`src/rtl/rtc_time_reader.sv`:
```
// Polls an I2C RTC for seconds/minutes/hours (BCD), validates the bytes and
// publishes binary time, with a whole-transaction timeout.
module rtc_time_reader #(
    parameter logic [6:0]  RTC_ADDR       = 7'h68,
    parameter logic [23:0] TIMEOUT_CYCLES = 24'd5_000_000
) (
    input  logic       clk_sys,
    input  logic       reset_n,
    input  logic       tick_1hz,
    input  logic       i2c_ready,
    output logic       i2c_rd_address,
    output logic [6:0] i2c_data_address,
    output logic [7:0] i2c_byte_read,
    input  logic       i2c_out_valid,
    input  logic [7:0] i2c_out_data,
    output logic [5:0] time_sec,
    output logic [5:0] time_min,
    output logic [4:0] time_hour,
    output logic       time_valid,
    output logic       busy,
    output logic       error
);

    typedef enum logic [2:0] {
        IDLE,
        REQUEST,
        WAIT_START,
        COLLECT,
        CHECK
    } state_t;

    state_t      state;
    logic        pending;
    logic [1:0]  byte_cnt;
    logic [23:0] timeout_cnt;
    logic [7:0]  raw_sec;
    logic [7:0]  raw_min;
    logic [7:0]  raw_hour;

    logic        timeout_hit;
    logic        rd_fire;
    logic        capture;
    logic        all_ok;
    logic [5:0]  sec_bin;
    logic [5:0]  min_bin;
    logic [5:0]  hour_bin;

    // Seconds/minutes: bit 7 (clock-halt on most RTCs) is ignored.
    function automatic logic ms_ok(input logic [7:0] b);
        return (b[3:0] <= 4'd9) && (b[6:4] <= 3'd5);
    endfunction

    function automatic logic [5:0] ms_bin(input logic [7:0] b);
        logic [5:0] tens;
        tens = {3'b000, b[6:4]};
        return (tens * 6'd10) + {2'b00, b[3:0]};
    endfunction

    function automatic logic [5:0] hour_val(input logic [7:0] b);
        logic [5:0] tens;
        tens = {4'b0000, b[5:4]};
        return (tens * 6'd10) + {2'b00, b[3:0]};
    endfunction

    // 12-hour mode (bit 6) is not supported and is rejected outright.
    function automatic logic hour_ok(input logic [7:0] b);
        return !b[6] && (b[3:0] <= 4'd9) && (hour_val(b) <= 6'd23);
    endfunction

    assign timeout_hit = (state == REQUEST || state == WAIT_START || state == COLLECT)
                         && (timeout_cnt == TIMEOUT_CYCLES - 24'd1);
    assign rd_fire     = (state == REQUEST) && i2c_ready && !timeout_hit;
    // A byte landing in the same cycle the core goes busy is the first byte.
    assign capture     = i2c_out_valid && !timeout_hit
                         && ((state == COLLECT) || (state == WAIT_START && !i2c_ready));
    assign all_ok      = ms_ok(raw_sec) && ms_ok(raw_min) && hour_ok(raw_hour);
    assign sec_bin     = ms_bin(raw_sec);
    assign min_bin     = ms_bin(raw_min);
    assign hour_bin    = hour_val(raw_hour);

    assign i2c_rd_address   = rd_fire;
    assign i2c_data_address = RTC_ADDR;
    assign i2c_byte_read    = 8'd3;
    assign busy             = (state != IDLE);

    always_ff @(posedge clk_sys or negedge reset_n) begin
        if (!reset_n) begin
            state       <= IDLE;
            pending     <= 1'b0;
            byte_cnt    <= 2'd0;
            timeout_cnt <= 24'd0;
            raw_sec     <= 8'd0;
            raw_min     <= 8'd0;
            raw_hour    <= 8'd0;
            time_sec    <= 6'd0;
            time_min    <= 6'd0;
            time_hour   <= 5'd0;
            time_valid  <= 1'b0;
            error       <= 1'b0;
        end else begin
            time_valid <= 1'b0;
            error      <= 1'b0;

            // Ticks while a request is already pending collapse into it.
            if (rd_fire)
                pending <= 1'b0;
            else if (tick_1hz)
                pending <= 1'b1;

            if (state != IDLE)
                timeout_cnt <= timeout_cnt + 24'd1;

            if (capture) begin
                case (byte_cnt)
                    2'd0:    raw_sec  <= i2c_out_data;
                    2'd1:    raw_min  <= i2c_out_data;
                    default: raw_hour <= i2c_out_data;
                endcase
                byte_cnt <= byte_cnt + 2'd1;
            end

            if (timeout_hit) begin
                state <= IDLE;
                error <= 1'b1;
            end else begin
                case (state)
                    IDLE: begin
                        if (pending) begin
                            state       <= REQUEST;
                            byte_cnt    <= 2'd0;
                            timeout_cnt <= 24'd0;
                        end
                    end
                    REQUEST: begin
                        if (i2c_ready)
                            state <= WAIT_START;
                    end
                    WAIT_START: begin
                        if (!i2c_ready)
                            state <= COLLECT;
                    end
                    COLLECT: begin
                        if (capture && byte_cnt == 2'd2)
                            state <= CHECK;
                    end
                    CHECK: begin
                        state <= IDLE;
                        if (all_ok) begin
                            time_sec   <= sec_bin;
                            time_min   <= min_bin;
                            time_hour  <= hour_bin[4:0];
                            time_valid <= 1'b1;
                        end else begin
                            error <= 1'b1;
                        end
                    end
                    default: state <= IDLE;
                endcase
            end
        end
    end

endmodule

```
`config.mk`:
```
export PLATFORM = sky130hd
export DESIGN_NAME = rtc_time_reader
export DESIGN_NICKNAME = d
export VERILOG_FILES = /design/src/rtl/rtc_time_reader.sv
export SDC_FILE = /design/constraint.sdc
export NUM_CORES = 1
export LEC_CHECK = 0
export ABC_CLOCK_PERIOD_IN_PS = 2800
export CAP_MARGIN = 40
export CORE_ASPECT_RATIO = 0.7
export CORE_MARGIN = 4
export CORE_UTILIZATION = 35
export DETAILED_ROUTE_END_ITERATION = 12
export PLACE_DENSITY = 0.64
export SLEW_MARGIN = 0
export SYNTH_ARGS = -nofsm -noshare
export SYNTH_HDL_FRONTEND = slang
export SYNTH_SLANG_ARGS = --single-unit
```
`constraint.sdc`:
```
create_clock -name clk_sys -period 2.8 [get_ports clk_sys]
set_input_delay 0.42 -clock clk_sys [delete_from_list [all_inputs] [get_ports clk_sys]]
set_output_delay 0.42 -clock clk_sys [all_outputs]
set_load 0.02 [all_outputs]
```
==> impl_metrics.py, run 1 <==
metrics = {
    "setup_path": {
        "worstSetupStartpoint": "timeout_cnt[0]",
        "crit_type": "reg2out",
        "end_kind": "output port",
        "worstPathArrival_ns": 2.27,
        "required_ns": 2.38,
        "crit_path_start_kind": "flip-flop",
        "cp_max_fo": 6,
        "rr_startpoint": "raw_hour[1]",
    },
    "power_and_ir_drop": {
        "p_sw_mw": 1.47,
        "p_per_area_mw_per_mm2": 955,
        "pwr-share-clk_pct": 25.6,
        "p_leak_nw": 2.01,
        "vdd_ir_drop_max_uv": 311,
        "switching_share_pct": 34.2,
        "p_int_mw": 2.84,
        "pwr-share-seq_pct": 36.0,
        "power_frac_comb_pct": 38.4,
    },
    "detailed_routing": {
        "avgRoutedWirePerCell_microns": 14.4,
        "vias": 2471,
        "viasPerCell": 4.85,
        "dr.pass1.iters": 4,
        "drc_errors": 0,
        "wl_mm": 7.33,
        "drt_iter0_drc": 101,
        "drtAntennaViolNets": 0,
    },
    "logic_synthesis": {
        "synthCells": 336,
        "ys_warn_count": 0,
        "ys_ff_latch": 70,
        "ys.flop_type": "dfrtp_1",
        "synth-edff-count": 0,
        "seq_area_frac_synth_pct": 46.0,
        "yosysUniqueCellTypes": 46,
        "syn_avg_cell_area_sq_um": 11.3,
        "synthArstFlopShare_pct": 100,
        "netlist_area_sq_mm": 0.00381,
    },
    "timing": {
        "finClkSkew_ns": 0.00768,
        "hold_viol_final": 0,
        "fin_ws_ns": 0.113,
        "period_share_pct": 96.0,
        "slew_headroom_pct": 52.3,
        "fin_crit_ns": 2.69,
        "fmax_mhz": 372,
        "finalMaxSlewViolations": 0,
        "finalSetupViolCount": 0,
        "tightest_slew_ns": 0.715,
    },
    "cts": {
        "cts.sinks": 70,
        "cts-htree-levels": 3,
        "clk_pin_slew_ns": 0.06,
        "cts_root_buf": "clkbuf_16",
        "clk_path_buf_depth": 2,
        "post_cts_buffers": 0,
        "clock_latency_ns": 0.33,
        "tritoncts": "done",
        "cts_buffers": 9,
    },
    "finish": {
        "diodes": 0,
        "area_growth_syn_to_layout_pct": 18.5,
        "final_util_pct": 43.1,
        "stdcell_area_sq_mm": 0.00451,
        "nNetsFinal": 406,
        "final_layout_size_suffix_gt1_share_pct": 17.5,
    },
    "global_routing": {
        "antenna_found_initial": 0,
        "grt_overflow": 0,
        "grt_pass1_wl_mm": 12.4,
        "grt_use_total_pct": 12.4,
        "grt_pass1_vias": 2397,
        "grt_max_degree": 47,
    },
    "floorplanning": {
        "die_w_microns": 133,
        "die_y_microns": 95.3,
        "start_util_pct": 36.3,
        "num_rows": 31,
        "ios": 49,
        "dieArea_sq_mm": 0.0126,
        "fp.coreArea_sq_mm": 0.0105,
    },
    "status": {
        "outcome": "complete, no violations",
    },
    "placed_design": {
        "dp_slack_ns": 0.171,
        "post_dp_cell_area_sq_mm": 0.00422,
        "port_buffers": 32,
        "hpwl_mm": 5.30,
        "gp_congestion": 0.782,
    },
    "run": {
        "cap_violations": 0,
    },
    "min_path": {
        "hp-class": "in2async",
    },
}
## metrics by stage
| stage | setup TNS (ns) | hold WS (ns) | instances | total power [mW] |
|---|---|---|---|---|
| after floorplan | 0 | 0.124 | 349 | 2.83 |
| after global placement | 0 | 0.490 | 493 | 3.15 |
| after detailed placement | 0 | 0.453 | 494 | 3.22 |
| after CTS | 0 | 0.100 | 510 | 4.35 |
| after global routing | -0.00488 | 0.120 | 510 | 4.64 |
| final | 0 | 0.0907 | 510 | 4.31 |
## Yosys cell counts (all sizes together) (2+ instances only)
| master | n | area [sq um] |
|---|---|---|
| a21o | 3 | 22.5 |
| nor2 | 22 | 82.6 |
| xnor2 | 19 | 166 |
| ha | 17 | 213 |
| nand4 | 7 | 43.8 |
| or3 | 5 | 36.3 |
| and2 | 3 | 18.8 |
| xor2 | 7 | 61.3 |
| nand4b | 2 | 17.5 |
| fa | 3 | 60.1 |
| conb | 2 | 7.51 |
| nand3 | 9 | 45.0 |
| mux2 | 35 | 473 |
| a31oi | 2 | 12.5 |
| clkbuf | 3 | 11.3 |
| nor3 | 12 | 65.1 |
| dfrtp | 70 | 1750 |
| inv | 18 | 67.6 |
| and3 | 6 | 47.5 |
| nand2 | 14 | 52.6 |
| nor3b | 2 | 15.0 |
| and4 | 3 | 26.3 |
| buf | 21 | 166 |
| mux2i | 3 | 30.0 |
| o21ai | 18 | 90.1 |
| nor2b | 3 | 18.8 |
| nor4b | 3 | 45.0 |
| a21oi | 12 | 60.1 |
## path summary, 6_finish.rpt
check / endpoint / slack, ns / depth (start not counted)
setup reg to reg: time_sec[3] / 0.50 / 9
setup / recovery: i2c_rd_address / 0.11 / 7
max in group asynchronous: time_sec[2] / 2.17 / 3
min in group clk_sys: time_min[3] / 0.50 / 1
hold reg to reg: time_min[3] / 0.50 / 1
hold / removal: timeout_cnt[11] / 0.09 / 2
## timing repair
action,4_1_cts,5_1_grt
hold buffers,0,0
endpoints found under the setup margin,1,1
gates resized for setup,1,2
## layout by cell type (no fill, tap or decap), drive strengths merged, types with 3 or more instances in the layout
cell           synthesis  layout
and2                   3       3
mux2                  35      35
nor3                  12      12
clkinv                 1       3
xnor2                 19      19
nor2b                  3       3
and4                   3       3
mux2i                  3       3
xor2                   7       7
fa                     3       3
a21o                   3       3
o21ai                 18      18
a21oi                 12      12
or3                    5       5
clkbuf                 3      10
nand3                  9       9
and3                   6       6
inv                   18      18
nand4                  7       7
nor2                  22      22
clkinvlp               0       3
nor4b                  3       3
buf                   21       6
dfrtp                 70      70
conb                   2      15
ha                    17      17
clkdlybuf4s50          0      30
nand2                 14      14
## cell type report
type / count / area, sq um
tap: 132 / 165
clock inverter: 6 / 62.6
timing repair buffer: 37 / 372
sequential: 70 / 1750
inverter: 19 / 71.3
multi-input combinational: 236 / 1860
fill: 976 / 5960
clock buffer: 10 / 229
## state kept, by name (all words and copies together), names as in the netlist
| signal | flops |
|---|---|
| raw_sec | 7 |
| raw_min | 7 |
| time_sec | 6 |
| time_min | 6 |
| error | 1 |
| timeout_cnt | 24 |
| byte_cnt | 2 |
| pending | 1 |
| time_valid | 1 |
| raw_hour | 7 |
| state | 3 |
| time_hour | 5 |
## cells by family after synthesis
kind of cell | after synthesis | synth area share (%)
compound gates | 40 | 6.28
mux | 38 | 13.2
simple gates | 97 | 14.6
flops | 70 | 46.0
buf+inv | 43 | 6.54
xor+xnor | 26 | 5.98
fa+ha+maj | 20 | 7.17
other cells | 2 | 0.197
## metal layers
metal | vias up | track usage [%] | part of all wire [%]
li1 | 1210 | - | -
met1 | 1215 | 18.2 | 52
met2 | 41 | 17.1 | 42
met3 | 5 | 4.17 | 4.8
met4 | 0 | 3.63 | 0.78
met5 | - | 0 | 0
## power groups by stage
stage                     combinational, mW  clock (mW)  sequential (mW)
final                                  1.65        1.10             1.55
after global routing                   1.87        1.18             1.59
after CTS                              1.67        1.13             1.54
after detailed placement               1.66           0             1.56
after global placement                 1.60           0             1.55
after floorplan                        1.34           0             1.49
## worst max-delay path: stages, from the launching register on
cell and delay, ns:
dfrtp_1 0.39, ha_2 0.23, and4_2 0.30, nand2_1 0.10, or3_4 0.42, nand2b_1 0.12
nor3_1 0.06, dlygate4sd2_1 0.33
No activity file was read; power rests on OpenSTA's default activity.
==> inputs of run 2 (changes only) <==
--- a/config.mk
+++ b/config.mk
@@ -5,13 +5,14 @@
 export SDC_FILE = /design/constraint.sdc
 export NUM_CORES = 1
 export LEC_CHECK = 0
+export ABC_AREA = 1
 export ABC_CLOCK_PERIOD_IN_PS = 2800
 export CAP_MARGIN = 40
 export CORE_ASPECT_RATIO = 0.7
 export CORE_MARGIN = 4
 export CORE_UTILIZATION = 35
 export DETAILED_ROUTE_END_ITERATION = 12
-export PLACE_DENSITY = 0.64
+export PLACE_DENSITY = 0.63
 export SLEW_MARGIN = 0
 export SYNTH_ARGS = -nofsm -noshare
 export SYNTH_HDL_FRONTEND = slang
==> run 2 against run 1 <==
Synthesized cell count is 67% higher. Cell area is 11% higher. Cell count is 48% higher. Critical endpoint unchanged. Sequential power hardly changed. Hold slack better by 0.018 ns. Routed wire length is 32% higher. Via count is 45% higher. Largest power group unchanged. Total power is 13% higher. Utilization is 0.63 points lower. First-iteration DRC count is 120% higher.
==> impl_metrics.py, run 2 <==
metrics = {
    "timing": {
        "fin_tns_setup_ns": 0,
        "finClkSkew_ns": 0.00683,
        "rsz0062_at_grt": "false",
        "period_share_pct": 82.8,
        "fmax_mhz": 431,
        "tightest_slew_ns": 0.625,
        "fin_crit_ns": 2.32,
        "hold_ws_ns": 0.109,
        "slew_headroom_pct": 58.4,
        "finalMaxSlewViolations": 0,
        "fin_ws_ns": 0.482,
        "hold_viol_final": 0,
        "finalSetupViolCount": 0,
    },
    "logic_synthesis": {
        "yosysUniqueCellTypes": 37,
        "synth_top_family_by_area": "simple AND/OR/NAND/NOR gates",
        "synth_commonest_cells": "nand2_1, dfrtp_1, nor2_1, inv_1, nand3_1",
        "yosysMostFrequentCell": "nand2_1",
        "synth_top_area_share_pct": 40.8,
        "synthArstFlopShare_pct": 100,
        "yosys.area_share.adder_pct": 6.36,
        "synth_mux_area_share_pct": 0,
        "netlist_area_sq_mm": 0.00429,
        "synth_top_cell_by_area": "dfrtp_1",
        "ys_warn_count": 0,
        "ys.flop_type": "dfrtp_1",
        "syn_avg_cell_area_sq_um": 7.66,
        "synth-edff-count": 0,
        "synth_xor_area_share_pct": 3.67,
        "synthTopCellsByArea": "dfrtp_1, nand2_1, nor2_1",
        "seq_area_frac_synth_pct": 40.8,
        "synthCells": 560,
        "synth_compound_area_share_pct": 6.36,
        "ys_ff_latch": 70,
        "synth-simple-area-share_pct": 32.8,
    },
    "cts": {
        "cts_buffers": 9,
        "cts-htree-levels": 3,
        "cts_root_buf": "clkbuf_16",
        "cts.sinks": 70,
        "tritoncts": "done",
        "holdBufCountCts": 0,
        "clk_path_buf_depth": 2,
        "clk_pin_slew_ns": 0.06,
        "clock_latency_ns": 0.33,
    },
    "setup_path": {
        "worstPathArrival_ns": 1.90,
        "end_kind": "output port",
        "required_ns": 2.38,
        "crit_path_start_kind": "flip-flop",
        "cp_max_fo": 8,
        "crit_type": "reg2out",
    },
    "global_routing": {
        "grt_overflow": 0,
        "grt_use_total_pct": 14.3,
        "grt_pass1_vias": 3426,
        "grt_pass1_wl_mm": 16.5,
        "grt_max_degree": 48,
        "antenna_found_initial": 0,
    },
    "min_path": {
        "hp-class": "in2async",
    },
    "detailed_routing": {
        "drtAntennaViolNets": 0,
        "viasPerCell": 4.72,
        "drt_iter0_drc": 220,
        "wl_mm": 9.67,
        "dr.pass1.iters": 5,
        "drc_errors": 0,
        "vias": 3571,
        "avgRoutedWirePerCell_microns": 12.8,
    },
    "finish": {
        "stdcell_area_sq_mm": 0.00503,
        "fin_cells": 756,
        "nNetsFinal": 627,
        "top_register": "timeout_cnt",
        "area_growth_syn_to_layout_pct": 17.2,
        "final_common_cell": "nand2_1",
        "final_util_pct": 42.4,
        "largest_register_ffs": 24,
        "mostFrequentLayoutCells": "nand2_1, dfrtp_1, nor2_1",
        "final_layout_size_suffix_gt1_share_pct": 8.01,
        "diodes": 0,
    },
    "floorplanning": {
        "start_util_pct": 36.2,
        "die_w_microns": 140,
        "die_y_microns": 101,
        "ios": 49,
        "num_rows": 33,
        "dieArea_sq_mm": 0.0141,
        "fp.coreArea_sq_mm": 0.0119,
    },
    "placed_design": {
        "gp_congestion": 0.896,
        "dp.cells": 740,
        "hpwl_mm": 7.25,
        "post_dp_cell_area_sq_mm": 0.00470,
        "dp_slack_ns": 0.438,
        "port_buffers": 32,
    },
    "power_and_ir_drop": {
        "vdd_ir_drop_max_uv": 315,
        "power_frac_comb_pct": 41.6,
        "switching_share_pct": 40.0,
        "total_power_mw": 4.85,
        "pwr-share-seq_pct": 32.7,
        "p_sw_mw": 1.94,
        "p_leak_nw": 2.47,
        "p_per_area_mw_per_mm2": 964,
        "p_int_mw": 2.91,
        "pwr-share-clk_pct": 25.7,
    },
    "status": {
        "outcome": "complete, no violations",
    },
    "run": {
        "cap_violations": 0,
    },
}
[run 2: routing by layer]
metal,up-vias,track usage [%],part of all wire [%]
met5,-,0,0
met3,6,3.46,6.5
met2,92,21.3,42
met1,1673,20.8,51
li1,1800,-,-
met4,0,4.02,0.84
[run 2: final timing paths]
| check | cells after the start | end | slack [ns] | start |
|---|---|---|---|---|
| worst max-delay path | 7 | i2c_rd_address | 0.48 | timeout_cnt[0] |
| worst min-delay path | 1 | timeout_cnt[0] | 0.11 | reset_n |
| max in group asynchronous | 2 | timeout_cnt[16] | 2.02 | reset_n |
| min in group clk_sys | 2 | time_hour[2] | 0.48 | time_hour[2] |
| worst min register to register | 2 | time_hour[2] | 0.48 | time_hour[2] |
| worst max register to register | 8 | time_sec[2] | 0.67 | raw_hour[1] |
[run 2: worst max-delay path, stage by stage (launching register included)]
cell	delay, ns
dfrtp_1	0.45
ha_1	0.29
nand2_2	0.19
nor2_4	0.07
nand2_4	0.14
nand2_1	0.07
nor2_1	0.12
dlymetal6s2s_1	0.24
[run 2: repair_timing]
action	in CTS	in global routing
buffers inserted	0	0
endpoints found under the setup margin	0	1
gates resized for setup	0	1
[run 2: cell type report]
| type | count | area [sq um] |
|---|---|---|
| Fill cell | 1154 | 6820 |
| Clock inverter | 5 | 82.6 |
| Timing Repair Buffer | 36 | 360 |
| Tap cell | 157 | 196 |
| Sequential cell | 70 | 1750 |
| Clock buffer | 11 | 243 |
| Multi-Input combinational cell | 417 | 2170 |
| Inverter | 60 | 228 |
[run 2: cell families after synthesis]
kind of cell    Yosys count
compound gates           47
xor+xnor                 18
fa+ha+maj                20
buf+inv                  86
flops                    70
other cells               2
simple gates            317
[run 2: power groups by stage]
stage	logic [mW]	registers, mW	clock network, mW
after global placement	1.96	1.57	0
after floorplan	1.44	1.62	0
after global routing	2.29	1.63	1.31
after CTS	2.03	1.58	1.28
final	2.02	1.58	1.25
after detailed placement	2.01	1.60	0
==> inputs of run 3 (changes only) <==
--- a/config.mk
+++ b/config.mk
@@ -6,7 +6,7 @@
 export NUM_CORES = 1
 export LEC_CHECK = 0
 export ABC_AREA = 1
-export ABC_CLOCK_PERIOD_IN_PS = 2800
+export ABC_CLOCK_PERIOD_IN_PS = 2360
 export CAP_MARGIN = 40
 export CORE_ASPECT_RATIO = 0.7
 export CORE_MARGIN = 4
==> constraint.sdc (replaced) <==
create_clock -name clk_sys -period 2.36 [get_ports clk_sys]
set_input_delay 0.354 -clock clk_sys [delete_from_list [all_inputs] [get_ports clk_sys]]
set_output_delay 0.354 -clock clk_sys [all_outputs]
set_load 0.02 [all_outputs]
==> run 3 against run 2 <==
First-iteration DRC count is 28% higher. Total power increased by 15%. Highest routed layer unchanged. Largest power group unchanged. Clock skew is 0.0030 ns lower. Critical path type unchanged. Critical endpoint unchanged. Critical path depth did not move. Die area stayed put. Largest cell class unchanged. Clock-buffer cell count grew 2. Register-to-register slack got worse by 0.39 ns. Hold slack lost 0.068 ns.
==> impl_metrics.py, run 3 (same netlist as run 2, synthesis figures left out) <==
metrics = {
    "cts": {
        "clock_latency_ns": 0.33,
        "tritoncts": "done",
        "clk_pin_slew_ns": 0.05,
        "clk_path_buf_depth": 2,
        "cts-htree-levels": 3,
        "cts.sinks": 70,
        "holdBufCountCts": 0,
        "cts_buffers": 9,
        "cts_root_buf": "clkbuf_16",
    },
    "placed_design": {
        "dp.cells": 743,
        "port_buffers": 32,
        "hpwl_mm": 7.41,
        "post_dp_cell_area_sq_mm": 0.00472,
        "gp_congestion": 0.917,
    },
    "timing": {
        "finalSetupViolCount": 0,
        "hold_ws_ns": 0.0417,
        "fin_tns_setup_ns": 0,
        "finClkSkew_ns": 0.00381,
        "finalMaxSlewViolations": 0,
        "fmax_mhz": 460,
        "rsz0062_at_grt": "false",
        "fin_crit_ns": 2.18,
        "period_share_pct": 92.2,
        "hold_viol_final": 0,
    },
    "detailed_routing": {
        "vias": 3577,
        "drtAntennaViolNets": 0,
        "viasPerCell": 4.73,
        "avgRoutedWirePerCell_microns": 12.9,
        "drt_iter0_drc": 281,
        "drc_errors": 0,
        "dr.pass1.iters": 5,
        "wl_mm": 9.80,
    },
    "global_routing": {
        "grt_use_total_pct": 14.4,
        "grt_pass1_wl_mm": 16.4,
        "antenna_found_initial": 0,
        "grt_pass1_vias": 3393,
        "grt_max_degree": 71,
        "grt_overflow": 0,
    },
    "min_path": {
        "hp-class": "in2async",
    },
    "finish": {
        "fillers": 1199,
        "stdcell_area_sq_mm": 0.00500,
        "nNetsFinal": 630,
        "mostFrequentLayoutCells": "nand2_1, dfrtp_1, nor2_1",
        "final_layout_size_suffix_gt1_share_pct": 8.17,
        "fin_cells": 757,
        "top_register": "timeout_cnt",
        "final_util_pct": 42.2,
        "largest_register_ffs": 24,
        "final_common_cell": "nand2_1",
        "diodes": 0,
        "area_growth_syn_to_layout_pct": 16.4,
    },
    "setup_path": {
        "ff2ff_setup_slack_ns": 0.28,
        "crit_path_start_kind": "flip-flop",
        "required_ns": 2.01,
        "end_kind": "output port",
        "cp_max_fo": 6,
        "reg2reg_depth": 8,
        "crit_type": "reg2out",
        "worstPathArrival_ns": 1.82,
    },
    "run": {
        "cap_violations": 0,
    },
    "power_and_ir_drop": {
        "p_per_area_mw_per_mm2": 1110,
        "vdd_ir_drop_max_uv": 465,
        "p_leak_nw": 2.45,
    },
    "floorplanning": {
        "die_w_microns": 140,
        "num_rows": 33,
        "dieArea_sq_mm": 0.0141,
        "ios": 49,
        "die_y_microns": 101,
        "start_util_pct": 36.2,
        "fp.coreArea_sq_mm": 0.0119,
    },
    "status": {
        "outcome": "complete, no violations",
    },
}
==> run 3: cell count changes in the layout (fill, tap and decap cells not counted), sizes merged <==
cell,delta
buf,+3
bufinv,-2
clkbuf,+2
clkinv,-2
dlygate4sd2,+1
dlymetal6s2s,-1
==> run 3: layout make-up <==
type,instances,area (sq um),area share [%]
clock buffer,13,270,5.41
clock inverter,1,5.00,0.100
timing repair buffer,39,379,7.59
inverter,60,228,4.56
tap,157,196,3.93
sequential,70,1750,35.1
multi-input combinational,417,2170,43.4
==> run 3: what timing repair did <==
item,CTS,global route
gates resized for setup,1,0
setup buffers,0,0
endpoints found under the setup margin,1,0
==> run 3: worst paths after layout <==
path                                start              end
max                        timeout_cnt[1]   i2c_rd_address
min                               reset_n   timeout_cnt[9]
max reg2reg                   raw_hour[1]      time_sec[0]
min reg2reg                  time_hour[2]     time_hour[2]
max in group asynchronous         reset_n  timeout_cnt[13]
min in group clk_sys         time_hour[2]     time_hour[2]
==> run 3: power breakdown <==
group	internal, mW	leakage (nW)	total (mW)	switching (mW)
Clock	0.784	0.138	1.27	0.485
Combinational	0.948	1.38	2.44	1.49
Sequential	1.56	0.924	1.86	0.305
==> run 3: through the flow <==
stage	power [mW]	setup WS [ns]
2_1_floorplan	3.63	0.573
3_3_place_gp	4.20	0.244
3_5_place_dp	4.31	0.239
4_1_cts	5.61	0.167
5_1_grt	6.03	0.0549
6_report	5.57	0.184
==> run 3: layer usage <==
metal / vias to the layer above / GRT usage, % / share of wire, %
met5: - / 0 / 0
met4: 0 / 3.87 / 0.86
met3: 4 / 3.46 / 6.7
met2: 98 / 20.6 / 40
met1: 1670 / 21.7 / 52
li1: 1805 / - / -
==> run 3: worst max-delay path, cell delays in order (launching register included) <==
cell	delay, ns
dfrtp_1	0.39
ha_1	0.25
nand2_2	0.20
nor2_4	0.07
nand2_4	0.07
nand2_1	0.04
nor2_1	0.12
dlygate4sd2_1	0.35
